<file path="config.mk">
export PLATFORM = sky130hd
export DESIGN_NAME = gb_audio_mixer_n
export DESIGN_NICKNAME = d
export VERILOG_FILES = /design/src/rtl/gb_audio_mixer_n.sv
export SDC_FILE = /design/constraint.sdc
export NUM_CORES = 1
export LEC_CHECK = 0
export ABC_AREA = 0
export CAP_MARGIN = 20
export CORE_MARGIN = 3
export CORE_UTILIZATION = 55
export CTS_BUF_LIST = sky130_fd_sc_hd__clkbuf_4
export DETAILED_ROUTE_END_ITERATION = 16
export PLACE_DENSITY = 0.8
export SETUP_SLACK_MARGIN = 0.5
export SYNTH_ARGS = -nofsm -noshare
export SYNTH_HDL_FRONTEND = slang
export SYNTH_SLANG_ARGS = --single-unit
</file>
<file path="constraint.sdc">
create_clock -name clk_sys -period 7 [get_ports clk_sys]
set_clock_uncertainty 0.05 [all_clocks]
set_input_delay 1.4 -clock clk_sys [delete_from_list [all_inputs] [get_ports clk_sys]]
set_output_delay 1.4 -clock clk_sys [all_outputs]
set_load 0.05 [all_outputs]
</file>
<file path="src/rtl/gb_audio_mixer_n.sv">
// gb_audio_mixer_n: N-channel stereo mixer with per-channel gain/mute, one multiply-accumulate per cycle,
// saturation and clip/overrun flags. Define GB_MIXER_STEREO_MIX_EN to add the stereo cross-mix stage.
module gb_audio_mixer_n #(
    parameter int CHANNELS   = 2,
    parameter int WIDTH      = 16,
    parameter int GAIN_W     = 4,
    parameter int NORM_SHIFT = 1
) (
    input  logic                       clk_sys,
    input  logic                       reset,
    input  logic                       sample_ce,
    input  logic                       signed_in,
    input  logic [CHANNELS*WIDTH-1:0]  ch_l,
    input  logic [CHANNELS*WIDTH-1:0]  ch_r,
    input  logic [CHANNELS*GAIN_W-1:0] ch_gain,
    input  logic [CHANNELS-1:0]        ch_mute,
    input  logic [1:0]                 mix_mode,
    output logic [WIDTH-1:0]           audio_l,
    output logic [WIDTH-1:0]           audio_r,
    output logic                       out_valid,
    output logic                       busy,
    output logic                       clip,
    output logic                       overrun
);

    localparam int IDX_W  = (CHANNELS > 1) ? $clog2(CHANNELS) : 1;
    localparam int PROD_W = WIDTH + GAIN_W + 1;
    localparam int ACC_W  = WIDTH + GAIN_W + $clog2(CHANNELS) + 1;
    localparam int SHIFT  = GAIN_W - 1 + NORM_SHIFT;
    localparam logic [IDX_W-1:0]        LAST_IDX = IDX_W'(CHANNELS - 1);
    localparam logic signed [ACC_W-1:0] SAT_MAX  = ACC_W'((1 << (WIDTH - 1)) - 1);
    localparam logic signed [ACC_W-1:0] SAT_MIN  = ~SAT_MAX;

    typedef enum logic [1:0] {
        S_IDLE = 2'd0,
        S_ACC  = 2'd1,
        S_MIX  = 2'd2,
        S_OUT  = 2'd3
    } state_t;

    state_t                     state, state_nx;
    logic [IDX_W-1:0]           idx;
    logic                       accept;

    logic [CHANNELS*WIDTH-1:0]  snap_l, snap_r;
    logic [CHANNELS*GAIN_W-1:0] snap_gain;
    logic [CHANNELS-1:0]        snap_mute;
    logic                       snap_signed;

    logic signed [WIDTH-1:0]    smp_l, smp_r;
    logic signed [GAIN_W:0]     gain_s;
    logic signed [PROD_W-1:0]   prod_l, prod_r;
    logic signed [ACC_W-1:0]    acc_l, acc_r;
    logic signed [WIDTH-1:0]    sat_l, sat_r;
    logic                       clip_l, clip_r;
    logic [WIDTH-1:0]           fin_l, fin_r;
    logic                       fin_clip;

    // A strobe landing on the out_valid cycle is treated as arriving while busy.
    assign accept = sample_ce && (state == S_IDLE) && !out_valid;

    // NOTE: registered state uses non-blocking assignment so every flop samples pre-edge values.
    always_ff @(posedge clk_sys) begin
        if (reset) state <= S_IDLE;
        else       state <= state_nx;
    end

    always_comb begin
        // NOTE: next state gets a default first so no path leaves it unassigned (no latch).
        state_nx = state;
        unique case (state)
            S_IDLE: if (accept) state_nx = S_ACC;
`ifdef GB_MIXER_STEREO_MIX_EN
            S_ACC:  if (idx == LAST_IDX) state_nx = S_MIX;
`else
            S_ACC:  if (idx == LAST_IDX) state_nx = S_OUT;
`endif
            S_MIX:  state_nx = S_OUT;
            S_OUT:  state_nx = S_IDLE;
            default: state_nx = S_IDLE;
        endcase
    end

    always_ff @(posedge clk_sys) begin
        if (reset)                idx <= '0;
        else if (accept)          idx <= '0;
        else if (state == S_ACC)  idx <= idx + IDX_W'(1);
    end

    // Offset-binary samples are moved to two's complement by flipping the MSB.
    always_comb begin
        smp_l  = snap_l[int'(idx)*WIDTH +: WIDTH] ^ {~snap_signed, {(WIDTH-1){1'b0}}};
        smp_r  = snap_r[int'(idx)*WIDTH +: WIDTH] ^ {~snap_signed, {(WIDTH-1){1'b0}}};
        gain_s = snap_mute[idx] ? '0 : {1'b0, snap_gain[int'(idx)*GAIN_W +: GAIN_W]};
        prod_l = PROD_W'(smp_l) * PROD_W'(gain_s);
        prod_r = PROD_W'(smp_r) * PROD_W'(gain_s);
    end

    function automatic logic [WIDTH:0] saturate(input logic signed [ACC_W-1:0] v);
        if (v > SAT_MAX) return {1'b1, 1'b0, {(WIDTH-1){1'b1}}};
        if (v < SAT_MIN) return {1'b1, 1'b1, {(WIDTH-1){1'b0}}};
        return {1'b0, WIDTH'(v)};
    endfunction

    always_comb begin
        {clip_l, sat_l} = saturate(acc_l >>> SHIFT);
        {clip_r, sat_r} = saturate(acc_r >>> SHIFT);
    end

`ifdef GB_MIXER_STEREO_MIX_EN
    localparam int EXT_W = WIDTH + 3;

    logic [1:0]              snap_mode;
    logic signed [WIDTH-1:0] hold_l, hold_r;
    logic                    hold_clip;

    // Weighted cross-mix of two in-range values stays in range, so no re-saturation.
    function automatic logic [WIDTH-1:0] cross(input logic signed [WIDTH-1:0] a,
                                                input logic signed [WIDTH-1:0] b,
                                                input logic [1:0] mode);
        logic signed [EXT_W-1:0] ea, eb;
        ea = EXT_W'(a);
        eb = EXT_W'(b);
        case (mode)
            2'd1:    return WIDTH'(((ea <<< 3) - ea + eb) >>> 3);
            2'd2:    return WIDTH'(((ea <<< 1) + ea + eb) >>> 2);
            2'd3:    return WIDTH'((ea + eb) >>> 1);
            default: return a;
        endcase
    endfunction

    always_comb begin
        fin_l    = cross(hold_l, hold_r, snap_mode);
        fin_r    = cross(hold_r, hold_l, snap_mode);
        fin_clip = hold_clip;
    end
`else
    logic unused_mix_mode;
    assign unused_mix_mode = ^mix_mode;

    always_comb begin
        fin_l    = sat_l;
        fin_r    = sat_r;
        fin_clip = clip_l | clip_r;
    end
`endif

    // NOTE: snapshot and accumulator registers carry no reset; they are always loaded before use.
    always_ff @(posedge clk_sys) begin
        if (accept) begin
            snap_l      <= ch_l;
            snap_r      <= ch_r;
            snap_gain   <= ch_gain;
            snap_mute   <= ch_mute;
            snap_signed <= signed_in;
`ifdef GB_MIXER_STEREO_MIX_EN
            snap_mode   <= mix_mode;
`endif
            acc_l       <= '0;
            acc_r       <= '0;
        end else if (state == S_ACC) begin
            acc_l <= acc_l + ACC_W'(prod_l);
            acc_r <= acc_r + ACC_W'(prod_r);
        end
`ifdef GB_MIXER_STEREO_MIX_EN
        if (state == S_MIX) begin
            hold_l    <= sat_l;
            hold_r    <= sat_r;
            hold_clip <= clip_l | clip_r;
        end
`endif
    end

    always_ff @(posedge clk_sys) begin
        if (reset) begin
            audio_l   <= '0;
            audio_r   <= '0;
            out_valid <= 1'b0;
            busy      <= 1'b0;
            clip      <= 1'b0;
            overrun   <= 1'b0;
        end else begin
            out_valid <= (state == S_OUT);
            clip      <= (state == S_OUT) && fin_clip;
            if (state == S_OUT) begin
                audio_l <= {fin_l[WIDTH-1] ^ ~snap_signed, fin_l[WIDTH-2:0]};
                audio_r <= {fin_r[WIDTH-1] ^ ~snap_signed, fin_r[WIDTH-2:0]};
            end
            if (accept)               busy <= 1'b1;
            else if (state == S_OUT)  busy <= 1'b0;
            if (sample_ce && !accept) overrun <= 1'b1;
        end
    end

endmodule

</file>
Word level (Yosys, flattened, before mapping)
Cells that the tools add are included.
{"block": "totals", "reg_bits": 158, "in_bits": 80, "output_inout_bits": 36, "elab_cells": 71}
{"block": "classes", "addsub": 3, "multipliers": 2, "magnitude_cmp": 5, "n_eq_ne": 5, "shift": 3, "mux": 22, "bitwise": 6, "reduce_logical": 10}
{"op": "17-bit 2-to-1 mux", "n": 8}
{"op": "32-bit by 6-bit indexed part select with 16-bit output", "n": 2}
{"op": "22-bit by 21-bit adder with 22-bit output", "n": 2}
{"op": "16-bit by 5-bit multiplier with 21-bit output", "n": 2}
{"op": "18-bit by 16-bit > comparator with 1-bit output, second input constant", "n": 2}
{"op": "18-bit by 16-bit < comparator with 1-bit output, second input constant", "n": 2}
{"op": "16-bit XOR", "n": 2}
{"op": "1-bit 2-to-1 mux", "n": 10}
{"op": "2-bit one-hot mux with 4 select lines", "n": 1}
{"op": "8-bit by 4-bit indexed part select with 4-bit output", "n": 1}
{"op": "2-bit equality test, second input constant", "n": 2}
{"op": "1-bit logical AND", "n": 4}
{"op": "2-bit 2-to-1 mux", "n": 2}
{"op": "4-bit 2-to-1 mux", "n": 1}
{"op": "2-bit != test, second input constant", "n": 2}
{"op": "2-bit by 1-bit equality test with 1-bit output, second input constant", "n": 1}
{"op": "1-bit zero test", "n": 2}
{"op": "2-bit zero test", "n": 1}
{"op": "1-bit by 2-bit < comparator with 1-bit output, second input constant", "n": 1}
{"op": "2-bit AND reduction", "n": 1}
{"op": "2-bit nonzero test", "n": 1}
{"op": "2-bit OR reduction", "n": 1}
{"op": "1-bit XOR", "n": 2}
{"op": "1-bit adder, second input constant", "n": 1}
{"op": "other kinds (2)", "n": 2}

Longest topological paths before layout
{"block": "logic_depth", "depth_word": 7, "mapped_depth": 19, "mapped_depth_nobuf": 17}

Least setup slack after synthesis
No wires, ideal clock.
{"block": "synth_timing", "path_type": "register -> register", "startpoint": "register idx", "endpoint": "register acc_r[19]", "setup_ps": 117, "t_arrival_ps": 4574, "t_required_ps": 6833, "setup_slack_ps": 2259, "stages_incl_launch_ff": 19, "n_path_buf": 3, "period_less_slack_ps": 4741, "cell_sequence": "dfxtp_1 -> buf_2 -> buf_2 -> a32o_1 -> clkbuf_1 -> nand2_1 -> fa_1 -> inv_1 -> fa_1 -> inv_1 -> fa_1 -> inv_1 -> ha_1 -> a21o_1 -> a31o_2 -> a41oi_1 -> nand2_1 -> o31a_1 -> a32o_1"}
{"block": "synth_via", "elab_chain_len": 5, "elab_cells_between_ends": 8, "classes_between": "add/sub: 1; mul: 1; shift: 2; mux: 3; bitwise: 1"}
{"item": "start: declaration", "line": "42", "rtl": "logic [IDX_W-1:0] idx;"}
{"item": "start signal: assignment", "line": "87", "rtl": "else if (state == S_ACC) idx <= idx + IDX_W'(1);"}
{"item": "parallel branches: the longest is 3 deep, another holds 32-bit by 6-bit indexed part select with 16-bit output"}
{"item": "16-bit by 5-bit multiplier with 21-bit output (*)", "line": "96", "rtl": "prod_r = PROD_W'(smp_r) * PROD_W'(gain_s);"}
{"item": "22-bit by 21-bit adder with 22-bit output (*)", "line": "163", "rtl": "acc_r <= acc_r + ACC_W'(prod_r);"}
{"item": "end signal: assignment", "line": "163"}
{"item": "end: declaration", "line": "53", "rtl": "logic signed [ACC_W-1:0] acc_l, acc_r;"}
Every way passes the cells marked *. The select of a mux whose other input is x is not followed.
A chain may end at the register's enable or synchronous reset.

Worst setup path in the final report
{"block": "layout_timing", "startpoint": "register idx", "endpoint": "register acc_l[18]"}
{"block": "layout_via", "elab_chain_len": 5, "elab_cells_between_ends": 8, "classes_between": "add/sub: 1; mul: 1; shift: 2; mux: 3; bitwise: 1"}
{"item": "parallel branches: the longest is 3 deep, another holds 32-bit by 6-bit indexed part select with 16-bit output"}
{"item": "16-bit by 5-bit multiplier with 21-bit output (*)", "line": "95", "rtl": "prod_l = PROD_W'(smp_l) * PROD_W'(gain_s);"}
{"item": "22-bit by 21-bit adder with 22-bit output (*)", "line": "162", "rtl": "acc_l <= acc_l + ACC_W'(prod_l);"}
{"item": "end signal: assignment", "line": "162"}
{"item": "end: declaration", "line": "53"}
Marked as above.

==> results.md <==
- DR iter-0 viols: 667
- H-tree depth: 4
- TritonRoute pass-1 iters: 5
- Hold Vio Cnt, Final: 0
- Seq cells post-synth: 158
- RePlAce Congestion: 0.932
- Endpoint type of the worst setup path: flop
- Post-CTS Setup Repair Bufs: 0
- Crit path time final: 5570 ps
- Synth cell types: 69
- Share of layout cells above drive strength 1: 6.76%
- Share of the synthesized area in the top cell type: 18.3%
- Worst slack, placed: 1520 ps
- Initial Util: 56.2%
- Critical setup path kind: reg2reg
- Worst hold-check path type: reg2reg
- GR Util All Layers: 22.5%
- Vias after detailed routing: 9279
- Post-DR vias/cell: 5.49
- Crit path DAT: 6050 ps
- Core box area: 21900 um2
- Die Y: 156 um
- Vias in the first global route: 8942
- Startpoint types: flop
- Clk buf depth: 2
- Wire per inst: 15.9 um
- Post-synth EDFFs: 75
- WL final: 27000 um
- Root buffer cell: clkbuf_4
- Initial antenna violation count: 1
- Multi-input gate area: 7370 um2
- Clock Latency Late Sink: 590 ps
- Mapped cell area: 12300 um2
- Mean Syn Cell Area: 9.46 um2
- Post-Syn Nets: 1581
- Synth-to-Final Area Change: 13.5%
- Max-slew headroom: 24.9%
- Final #Nets: 1673
- First-pass GRT wire length: 44000 um
- Dpl hpwl: 20500 um
- Yosys synthesis warning count: 0
- Worst-path clk slew: 160 ps
- Design Area, Final: 14000 um2
- Post-CTS sizing: 0
- Final setup violation count: 0
- Post-DP Area: 13700 um2
- Ranking of synthesized cells by area: edfxtp_1, fa_1, dfxtp_1
- Most Crowded Layer GR: met2
- Status: completed
- Worst Path Max Fanout: 34
- Die width: 156 um
- CTS tree: built
- Worst Tran Pin Value: 1120 ps
- Drc violations: 0
- Gr ovfl total: 0
- Post-CTS Hold Fix Bufs: 0
- Fillers: 1839
- M1 GR Usage: 33.0%
- Final Max Tran Viols: 0
- Fmax achieved: 0.179 GHz
- Die area: 24200 um2
- Final worst path period share: 79.6%
- Post-Syn Instances: 1301
- RSZ-0062 raised after global routing: no
- Pin count of the biggest net entering global routing: 76
- IO Port Bufs: 113
- Prevailing post-synth register cell: dfxtp_1
- Setup TNS: 0 ps
- Site Rows: 54
- M2 GR Usage: 34.8%
- Synth top cells by count: inv_1, nor2_1, fa_1
- Met3 GRT Util: 4.11%
- Largest area contributor in the netlist: edfxtp_1
- Ys async rst share: 0%
- Max Cap Violations: 0
- Register area share after synthesis: 31.8%
- Setup WS post-layout: 1430 ps
- CP required: 7470 ps
- # clock sinks: 158
- Routed Antenna Nets: 0
- TritonCTS Buffers: 17
- Ports: 116
- Most common cell in the netlist: inv_1
- FF/Latch Area: 3920 um2
-- worst max-delay path: stages, from the launching register on --
cell and delay (ps):
dfxtp_4 720, a32o_1 920, nand2_1 180, fa_1 570, inv_1 60, fa_1 480
inv_1 60, fa_1 530, inv_1 40, ha_1 410, a211oi_4 330, o211ai_2 140
o211ai_2 310, o21ai_2 130, mux2_4 310, a211oi_2 200
-- layer usage --
layer,routed length [um],vias to the layer above,share of wire [%]
li1,-,4496,-
met1,12600,4461,47
met2,12100,293,45
met3,1830,29,6.8
met4,411,0,1.5
met5,0,-,0
-- metrics by stage --
stage	util [%]	cells	hold WS, ps
5_1_grt	63.9	1691	449
3_5_place_dp	62.6	1654	408
6_report	63.9	1691	426
4_1_cts	63.8	1686	428
3_3_place_gp	62.5	1653	400
2_1_floorplan	-	1301	401
-- cells by family (layout without fill, tap and decap cells) --
group | Yosys count | after routing | synth area share [%]
simple gates | 326 | 326 | 12.1
buf+inv | 276 | 381 | 8.62
other cells | 0 | 5 | 0
flops | 158 | 158 | 31.8
compound gates | 233 | 233 | 11.9
mux | 75 | 75 | 6.36
xor+xnor | 33 | 33 | 2.35
fa+ha+maj | 200 | 200 | 26.9
-- final timing paths --
kind / from / endpoint / slack (ps) / cells past startpoint
worst min register to register: audio_r[11] / audio_r[11] / 430 / 2
worst max-delay path: idx / acc_l[18] / 1430 / 15
worst max register to register: idx / acc_l[18] / 1430 / 15
worst min-delay path: audio_r[11] / audio_r[11] / 430 / 2
-- cell type report --
class | count | share of cell area [%]
Tap cell | 280 | 2.51
Inverter | 225 | 6.06
Clock inverter | 14 | 0.967
Sequential cell | 158 | 28.0
Timing Repair Buffer | 124 | 8.68
Multi-Input combinational cell | 867 | 52.7
Antenna cell | 5 | 0.0895
Clock buffer | 18 | 0.967
-- cells in the final DEF (no fill, tap or decap), drive strengths merged, types with 4 or more instances in the layout --
cell type	instances
or2	10
mux2i	52
a2111oi	4
o21ai	74
buf	11
nand2b	37
nor3	14
nor2	136
nand4	11
clkinv	6
a21o	11
nand2	79
o211ai	4
clkdlybuf4s50	113
o22ai	6
o21bai	8
edfxtp	75
fa	108
ha	92
nand3	17
dfxtp	83
a31oi	8
clkbuf	18
xnor2	30
a211oi	16
o311ai	4
a21boi	5
a21oi	73
inv	229
nor3b	5
diode	5
mux2	23
-- flip-flops by register name, summed over array words and instances, names as in the netlist --
| name | flops |
|---|---|
| state | 2 |
| overrun | 1 |
| audio_l | 16 |
| snap_gain | 8 |
| idx | 1 |
| snap_mute | 2 |
| snap_l | 32 |
| audio_r | 16 |
| acc_r | 22 |
| out_valid | 1 |
| acc_l | 22 |
| snap_r | 32 |
| busy | 1 |
| snap_signed | 1 |
| clip | 1 |
Power is left out: the tool's default activity adds up to more than one toggle a clock period on the data nets, which glitch-free logic cannot reach.
